### src/rtl/cordic_arbiter.sv
// cordic_arbiter: shares one CORDIC between two requesters.
// Round-robin channel ownership (IDLE/GRANT/DRAIN); the owner's
// vectoring/rotation operands are muxed onto the cordic_* outputs,
// outstanding operations are counted per type, and result valids are
// routed back to the owner. The channel is only released once every
// forwarded operation has returned.
// Ports:
//   clk, rst            clock, synchronous active-high reset
//   req / gnt           per-requester channel request / one-hot grant
//   r_vec_* / r_rot_*   per-requester operands and strobes (2 slices)
//   cordic_*            muxed operands to the shared CORDIC
//   cordic_nrst         registered active-low CORDIC reset
//   cordic_*_opvld      result valids from the CORDIC
//   r_*_opvld           result valids routed to the owner
//   stall               owner enable dropped (counter full)
//   err                 sticky protocol error
module cordic_arbiter #(
    parameter int DATA_WIDTH    = 16,
    parameter int ANGLE_WIDTH   = 16,
    parameter int CORDIC_STAGES = 16,
    parameter int CNT_W         = 6
) (
    input  logic                       clk,
    input  logic                       rst,
    input  logic [1:0]                 req,
    output logic [1:0]                 gnt,
    input  logic [1:0]                 r_vec_en,
    input  logic [1:0]                 r_vec_angle_calc_en,
    input  logic [2*DATA_WIDTH-1:0]    r_vec_xin,
    input  logic [2*DATA_WIDTH-1:0]    r_vec_yin,
    input  logic [1:0]                 r_rot_en,
    input  logic [1:0]                 r_rot_angle_microRot_n,
    input  logic [1:0]                 r_rot_microRot_ext_vld,
    input  logic [2*DATA_WIDTH-1:0]    r_rot_xin,
    input  logic [2*DATA_WIDTH-1:0]    r_rot_yin,
    input  logic [2*ANGLE_WIDTH-1:0]   r_rot_angle_in,
    input  logic [3:0]                 r_rot_quad_in,
    input  logic [2*CORDIC_STAGES-1:0] r_rot_microRot_ext_in,
    output logic                       cordic_vec_en,
    output logic                       cordic_vec_angle_calc_en,
    output logic [DATA_WIDTH-1:0]      cordic_vec_xin,
    output logic [DATA_WIDTH-1:0]      cordic_vec_yin,
    output logic                       cordic_rot_en,
    output logic                       cordic_rot_angle_microRot_n,
    output logic                       cordic_rot_microRot_ext_vld,
    output logic [DATA_WIDTH-1:0]      cordic_rot_xin,
    output logic [DATA_WIDTH-1:0]      cordic_rot_yin,
    output logic [ANGLE_WIDTH-1:0]     cordic_rot_angle_in,
    output logic [1:0]                 cordic_rot_quad_in,
    output logic [CORDIC_STAGES-1:0]   cordic_rot_microRot_ext_in,
    output logic                       cordic_nrst,
    input  logic                       cordic_vec_opvld,
    input  logic                       cordic_rot_opvld,
    output logic [1:0]                 r_vec_opvld,
    output logic [1:0]                 r_rot_opvld,
    output logic                       stall,
    output logic                       err
);

    typedef enum logic [1:0] {IDLE, GRANT, DRAIN} state_e;

    localparam logic [CNT_W-1:0] OUT_MAX = '1;
    localparam logic [CNT_W-1:0] ONE     = CNT_W'(1);

    state_e           state_q, state_d;
    logic [1:0]       gnt_q, gnt_d;
    logic             owner_q, owner_d;
    logic             last_q, last_d;
    logic [CNT_W-1:0] vec_cnt_q, vec_cnt_d;
    logic [CNT_W-1:0] rot_cnt_q, rot_cnt_d;
    logic             err_q, err_d;
    logic             nrst_dly_q, cordic_nrst_q;

    logic active, granting, vld_ok, pick;
    logic own_vec_en, own_rot_en, vec_full, rot_full;
    logic vec_fwd, rot_fwd, vec_dec, rot_dec, vec_bad, rot_bad;

    // Channel is live whenever an owner holds gnt (GRANT or DRAIN).
    assign active     = (gnt_q != 2'b00) && !rst;
    assign granting   = active && (state_q == GRANT);
    // While the CORDIC is held in reset its valids are stale: drop them.
    assign vld_ok     = cordic_nrst_q && !rst;
    assign own_vec_en = r_vec_en[owner_q];
    assign own_rot_en = r_rot_en[owner_q];
    assign vec_full   = (vec_cnt_q == OUT_MAX);
    assign rot_full   = (rot_cnt_q == OUT_MAX);
    assign vec_fwd    = granting && own_vec_en && !vec_full;
    assign rot_fwd    = granting && own_rot_en && !rot_full;
    assign stall      = granting && ((own_vec_en && vec_full) ||
                                     (own_rot_en && rot_full));
    assign vec_dec    = vld_ok && cordic_vec_opvld && (vec_cnt_q != '0);
    assign rot_dec    = vld_ok && cordic_rot_opvld && (rot_cnt_q != '0);
    assign vec_bad    = vld_ok && cordic_vec_opvld &&
                        ((vec_cnt_q == '0) || (state_q == IDLE));
    assign rot_bad    = vld_ok && cordic_rot_opvld &&
                        ((rot_cnt_q == '0) || (state_q == IDLE));
    assign err_d      = err_q || vec_bad || rot_bad;

    // Both requesting: favour the one that did not own the channel last.
    assign pick = (req == 2'b11) ? ~last_q : req[1];

    assign r_vec_opvld = (active && vld_ok && cordic_vec_opvld) ? gnt_q : 2'b00;
    assign r_rot_opvld = (active && vld_ok && cordic_rot_opvld) ? gnt_q : 2'b00;

    assign gnt         = gnt_q;
    assign err         = err_q;
    assign cordic_nrst = cordic_nrst_q;

    always_comb begin
        vec_cnt_d = vec_cnt_q;
        rot_cnt_d = rot_cnt_q;
        if (vec_fwd && !vec_dec) vec_cnt_d = vec_cnt_q + ONE;
        if (!vec_fwd && vec_dec) vec_cnt_d = vec_cnt_q - ONE;
        if (rot_fwd && !rot_dec) rot_cnt_d = rot_cnt_q + ONE;
        if (!rot_fwd && rot_dec) rot_cnt_d = rot_cnt_q - ONE;
    end

    always_comb begin
        state_d = state_q;
        gnt_d   = gnt_q;
        owner_d = owner_q;
        last_d  = last_q;
        unique case (state_q)
            IDLE: begin
                if (req != 2'b00) begin
                    owner_d = pick;
                    gnt_d   = pick ? 2'b10 : 2'b01;
                    state_d = GRANT;
                end
            end
            GRANT: begin
                if (!req[owner_q]) state_d = DRAIN;
            end
            DRAIN: begin
                if ((vec_cnt_q == '0) && (rot_cnt_q == '0)) begin
                    state_d = IDLE;
                    last_d  = owner_q;
                    gnt_d   = 2'b00;
                end
            end
            default: state_d = IDLE;
        endcase
    end

    always_comb begin
        cordic_vec_en               = vec_fwd;
        cordic_rot_en               = rot_fwd;
        cordic_vec_angle_calc_en    = 1'b0;
        cordic_vec_xin              = '0;
        cordic_vec_yin              = '0;
        cordic_rot_angle_microRot_n = 1'b0;
        cordic_rot_microRot_ext_vld = 1'b0;
        cordic_rot_xin              = '0;
        cordic_rot_yin              = '0;
        cordic_rot_angle_in         = '0;
        cordic_rot_quad_in          = '0;
        cordic_rot_microRot_ext_in  = '0;
        if (active) begin
            cordic_vec_angle_calc_en    = r_vec_angle_calc_en[owner_q];
            cordic_rot_angle_microRot_n = r_rot_angle_microRot_n[owner_q];
            cordic_rot_microRot_ext_vld = r_rot_microRot_ext_vld[owner_q];
            cordic_vec_xin = owner_q ? r_vec_xin[2*DATA_WIDTH-1:DATA_WIDTH]
                                     : r_vec_xin[DATA_WIDTH-1:0];
            cordic_vec_yin = owner_q ? r_vec_yin[2*DATA_WIDTH-1:DATA_WIDTH]
                                     : r_vec_yin[DATA_WIDTH-1:0];
            cordic_rot_xin = owner_q ? r_rot_xin[2*DATA_WIDTH-1:DATA_WIDTH]
                                     : r_rot_xin[DATA_WIDTH-1:0];
            cordic_rot_yin = owner_q ? r_rot_yin[2*DATA_WIDTH-1:DATA_WIDTH]
                                     : r_rot_yin[DATA_WIDTH-1:0];
            cordic_rot_angle_in = owner_q
                ? r_rot_angle_in[2*ANGLE_WIDTH-1:ANGLE_WIDTH]
                : r_rot_angle_in[ANGLE_WIDTH-1:0];
            cordic_rot_quad_in = owner_q ? r_rot_quad_in[3:2]
                                         : r_rot_quad_in[1:0];
            cordic_rot_microRot_ext_in = owner_q
                ? r_rot_microRot_ext_in[2*CORDIC_STAGES-1:CORDIC_STAGES]
                : r_rot_microRot_ext_in[CORDIC_STAGES-1:0];
        end
    end

    always_ff @(posedge clk) begin
        if (rst) begin
            state_q       <= IDLE;
            gnt_q         <= 2'b00;
            owner_q       <= 1'b0;
            last_q        <= 1'b1;
            vec_cnt_q     <= '0;
            rot_cnt_q     <= '0;
            err_q         <= 1'b0;
            nrst_dly_q    <= 1'b0;
            cordic_nrst_q <= 1'b0;
        end else begin
            state_q       <= state_d;
            gnt_q         <= gnt_d;
            owner_q       <= owner_d;
            last_q        <= last_d;
            vec_cnt_q     <= vec_cnt_d;
            rot_cnt_q     <= rot_cnt_d;
            err_q         <= err_d;
            // Two-stage release keeps the CORDIC in reset one extra cycle.
            nrst_dly_q    <= 1'b1;
            cordic_nrst_q <= nrst_dly_q;
        end
    end

endmodule
### config.mk
export PLATFORM = sky130hd
export DESIGN_NAME = cordic_arbiter
export DESIGN_NICKNAME = d
export VERILOG_FILES = /design/src/rtl/cordic_arbiter.sv
export SDC_FILE = /design/constraint.sdc
export NUM_CORES = 1
export LEC_CHECK = 0
export ABC_AREA = 1
export CAP_MARGIN = 20
export CORE_AREA = 2 2 125 127
export CTS_CLUSTER_DIAMETER = 80
export DETAILED_ROUTE_END_ITERATION = 16
export DIE_AREA = 0 0 127 129
export PLACE_DENSITY = 0.66
export SLEW_MARGIN = 20
export SYNTH_ARGS = -nofsm -noshare
export SYNTH_HDL_FRONTEND = slang
export SYNTH_SLANG_ARGS = --single-unit
### constraint.sdc
create_clock -name clk -period 5.9 [get_ports clk]
set_input_delay 1.18 -clock clk [delete_from_list [all_inputs] [get_ports clk]]
set_output_delay 1.18 -clock clk [all_outputs]
set_load 0.05 [all_outputs]
==> run metrics, run 1 <==
outcome=finished, final reports clean; Top Metal Used=met4; Worst Hold Depth=2; post-synthesis sequential area ratio=0.1185; clk buf depth=2; CTS tree=done; Via-to-Cell Ratio=4.072; port buffer count=323; die width=127 um; delay-heaviest family, CP=buffers and inverters; synth warn=0; Worst R2R Start=owner_q; EDFF count, synth=0; post-synthesis xor/xnor area fraction=0.01481; Power, Total=0.9658 mW; Max-cap violations=0; final worst slack=1362 ps; die height=129 um; Initial DRC Count=221; final setup vio count=0; Crit-path slowest cell=clkdlybuf4s50_1; post-CTS setup buffer count=0; largest net degree at the start of global routing=86; Setup WS pre-CTS=1360 ps; Slew @ Worst Pin=about 910 ps; Mean Syn Cell Area=4.486 um^2; hold endpoint=cordic_nrst; Pwr per Cell Area=138.4 nW/um^2; Detailed Place HPWL=12910 um; reg-to-reg endpoint=vec_cnt_q[4]; hold slack=416.2 ps; RSZ-0062 raised after global routing=no; Worst Path Arrival=3360 ps; Mapped Cells=approximately 800; CTS H-tree lvls=1; Worst Setup End Kind=output port; clock slew at reported path FFs=60 ps; ys async rst share=0; Root Buffer=clkbuf_16; Core Rows=45; part of the cycle the worst path needs=0.7691; # diodes=0; Crit path buffers/inverters=5; met2 WL=7884 um; die area=between 15000 and 20000 um^2; Overflow after GRT=0; Critical Path Fanout Max=77; Clock Sinks=21; GRT Overall Usage=0.1791; sequence of cells on the critical path=clkdlybuf4s50_1, buf_4, a21oi_4, buf_12, nand2_1, inv_1, clkdlybuf4s50_1; compound-cell area share of the yosys netlist=0.05536; Top FF cell, synth=dfxtp_1; met3 WL=1092 um; Leakage=4.029 nW; M1 WL=7068 um; Post-Synth Simple-Gate Area=0.5755; largest family of logic cells by synthesized area=simple AND/OR/NAND/NOR gates; vias in the first global route=4571; final hold viol count=0; ANT nets after route=0; synthesis-to-finish area growth=96.69%; Most Frequent Cell on Critical Path=clkdlybuf4s50_1; FMAX=about 0.22 GHz; Slew HR=0.3958; DRC Markers=0; R2R setup slack=2650 ps; hold-fix buffers at CTS=0; mapped cell area=3548 um^2; final WL=approximately 16000 um; adder-cell area share of the yosys netlist=0.02116; Multi-input gate area=2377 um^2; clk_lat worst skew=260 ps; Synth Net Count=1009; DR pass1 iterations=5; fraction of layout cells with a size suffix above 1=0.02024; layout net count=1306; critical path startpoint category=primary input; shortest period the worst path allows=4538 ps; crit path kind=primary input to output port; Crit. path cell count=7; Yosys reg bits=21; Vias=approximately 5200; Starting Density=0.2369; Sequential Area=424.2 um^2; core area=14980 um^2; post-synthesis mux area share=0; R2R cell count=17; clock skew=between 3 and 4 ps; Worst VDD drop=0.0002226 V; max incr delay on CP=approximately 840 ps; TritonCTS buffer count=3; fillers=about 1600; most common cell after layout, fill and taps aside=nand2_1; global-route wire length before repair=23850 um; Hold Path Class=flip-flop to flip-flop; WL/cell=between 10 and 15 um; final slew viol count=0; Ports=324; Yosys cell types=25; crit path from=rst; min-delay src=nrst_dly_q; post-CTS resize count=0; initial antenna violation count=0; Setup TNS=0 ps; most frequent cells in the layout=nand2_1 (474), clkdlybuf4s50_1 (323), inv_1 (147); Critical Path RT=~4700 ps; RePlAce Congestion=0.8452
where the power goes:
| group | leakage (nW) | switching [mW] | internal, mW | total [mW] |
|---|---|---|---|---|
| Clock | 0.0409 | 0.0554 | 0.0912 | 0.147 |
| Combinational | 3.82 | 0.382 | 0.273 | 0.655 |
| Sequential | 0.172 | 0.0123 | 0.152 | 0.164 |
routing by layer:
layer	track usage	vias up
li1	-	2851
met5	0	-
met1	0.2349	2166
met4	0.01293	0
met3	0.03326	4
met2	0.3201	171
state kept, by name, indices dropped and copies added, names as in the netlist:
signal and cells:
err 1, rot_cnt_q 6, nrst_dly_q 1, state_q 2
owner_q 1, cordic_nrst 1, vec_cnt_q 6, gnt 2
last_q 1
how the worst max path moves through the flow:
stage	to	slack [ps]
4_1_cts	cordic_vec_xin[12]	1360
3_5_place_dp	cordic_vec_xin[12]	1360
6_report	cordic_rot_microRot_ext_in[13]	1360
3_3_place_gp	cordic_vec_yin[14]	1390
2_1_floorplan	stall	2160
5_1_grt	cordic_vec_yin[14]	1250
cell families (layout without fill, tap and decap cells):
logic type / count (synthesis) / count (layout)
and+or+nand+nor: 532 / 532
buffers and inverters: 189 / 485
AOI/OAI and AO/OA: 37 / 37
DFF: 21 / 21
adders and majority gates: 6 / 6
xor gates and xnor gates: 6 / 6
per-stage QoR:
step,utilization,instance area (um^2),std cells
final,0.4660,6979,1275
after global routing,0.4660,6979,1275
after CTS,0.4660,6979,1275
after detailed placement,0.4607,6899,1271
after global placement,0.4607,6899,1271
after floorplan,-,3548,791
cells in the mapped netlist (all sizes together), types with 4 or more instances:
master	number	share of area
o21ai	13	0.018
ha	6	0.021
buf	24	0.040
xnor2	4	0.0099
clkbuf	13	0.014
dfxtp	21	0.12
inv	152	0.16
nand3	16	0.023
nor2	33	0.036
nand2	477	0.51
a21oi	19	0.027
final cells by class:
cell class	instances	share of cell area
Inverter	152	0.08193
Timing Repair Buffer	329	0.4715
Multi-Input combinational cell	581	0.3406
Sequential cell	21	0.06077
Clock buffer	3	0.01076
Clock inverter	1	0.0007171
Tap cell	188	0.03370
worst min-delay path: cells and delay by family, from the launching register on:
family / cells / cell delay (ps)
flops: 1 / 310
buf+inv: 1 / 40
simple gates: 1 / 30
Note: power is estimated with default switching activity, not from simulation.
==> run 2, diff against run 1 <==
Settings changed: CORE_AREA 2 2 125 127 to 2 2 124 126, DIE_AREA 0 0 127 129 to 0 0 126 128, PLACE_DENSITY 0.66 to 0.69.
Clock period 5.9 ns to 3.8 ns, I/O delays scaled along.
==> run metrics, run 2 (synthesis results as in run 1) <==
WL/cell=12.99 um; hold endpoint=cordic_nrst; Via-to-Cell Ratio=4.219; final setup vio count=0; hold-fix buffers at CTS=0; clk_lat worst skew=between 200 and 300 ps; die width=126 um; Vias=5379; clock skew=2.970 ps; Critical Path RT=3040 ps; ANT nets after route=0; TritonCTS buffer count=3; Core Rows=45; Detailed Place HPWL=roughly 13000 um; Pwr per Cell Area=212.5 nW/um^2; Leakage=4.537 nW; Max-cap violations=0; clk buf depth=2; met3 Use GR=0.03589; Slew @ Worst Pin=747.5 ps; Power, Total=1.702 mW; DR pass1 iterations=5; GRT met2 Usage=0.3390; Root Buffer=clkbuf_16; Clock Sinks=21; port buffer count=approximately 320; vias in the first global route=slightly below 5000; layout net count=around 1300; Slew HR=0.5017; GRT Overall Usage=0.1899; final WL=between 15000 and 20000 um; final hold viol count=0; critical path startpoint category=flip-flop; FMAX=0.3112 GHz; R2R setup slack=600 ps; part of the cycle the worst path needs=0.8457; RePlAce Congestion=0.9381; die height=about 130 um; core area=14860 um^2; Ports=324; Initial DRC Count=394; CTS H-tree lvls=1; shortest period the worst path allows=3214 ps; top flop regs=rot_cnt_q: 6 flops, vec_cnt_q: 6 flops; Worst VDD drop=0.0001926 V; Worst R2R Start=owner_q; Overflow after GRT=0; Worst Setup End Kind=output port; Starting Density=0.2387; Critical Path Fanout Max=63; Worst Path Arrival=between 2000 and 2500 ps; most common cell after layout, fill and taps aside=nand2_1; initial antenna violation count=1; Setup TNS=0 ps; largest net degree at the start of global routing=102; RSZ-0062 raised after global routing=no; synthesis-to-finish area growth=125.8%; clock slew at reported path FFs=around 60 ps; CTS tree=done; post-CTS resize count=0; post-CTS setup buffer count=0; global-route wire length before repair=25070 um; Most Crowded Layer GR=met2; met1 Use GR=0.2418; reg-to-reg endpoint=vec_cnt_q[4]; final slew viol count=0; R2R cell count=16; fraction of layout cells with a size suffix above 1=0.1180; Hold Path Class=flip-flop to flip-flop; min-delay src=nrst_dly_q; outcome=finished, final reports clean; crit path kind=flip-flop to output port; Worst Hold Depth=2; most frequent cells in the layout=nand2_1 (474), clkdlybuf4s50_1 (215), inv_1 (147); die area=16130 um^2; DRC Markers=0
-- run 2: per-stage QoR --
stage / area, um^2 / setup slack (ps) / hold slack [ps] / util / instances
floorplan: 3548 / 900.2 / 388.3 / - / 791
global placement: 7928 / 509.3 / 397.7 / 0.5333 / 1269
detailed placement: 7928 / 418.7 / 396.2 / 0.5333 / 1269
CTS: 8008 / 577.8 / 404.5 / 0.5387 / 1273
global route: 8008 / 220.8 / 434.4 / 0.5387 / 1273
finish: 8013 / 586.2 / 404.6 / 0.5391 / 1275
-- run 2: worst max-delay path: stages (launching register included) --
cell and delay [ps]:
dfxtp_4 580, clkinv_2 630, buf_12 420, nand2_1 140
nand2_1 80, nand2_1 70, inv_1 70, buf_12 150
-- run 2: final cells by class --
class / count / area [um^2]
inverters: 152 / 571.8
flip-flops and latches: 21 / 424.2
well taps: 188 / 235.2
clock buffers: 3 / 75.07
fillers: 1421 / 6852
multi-input cells: 581 / 2377
repair buffers: 327 / 4319
clock inverters: 1 / 5.005
diodes: 2 / 5.005
-- run 2: how the worst max path moves through the flow --
stage	from	end	slack (ps)
finish	owner_q	cordic_rot_angle_in[1]	590
CTS	owner_q	vec_cnt_q[4]	580
global placement	rst	vec_cnt_q[4]	510
detailed placement	rst	vec_cnt_q[4]	420
global route	owner_q	vec_cnt_q[4]	220
floorplan	rst	stall	900
-- run 2: where the power goes --
group          switching (mW)  internal (mW)  total (mW)  leakage (nW)
logic                   0.639          0.578        1.22          4.32
clock network          0.0842          0.141       0.226        0.0409
registers              0.0238          0.236       0.260         0.172
total                   0.747          0.955        1.70          4.54
-- run 2: routing by layer --
metal	wire (um)	up-vias
li1	-	2848
met1	6863	2284
met2	8181	225
met3	1281	22
met4	242	0
met5	0	-
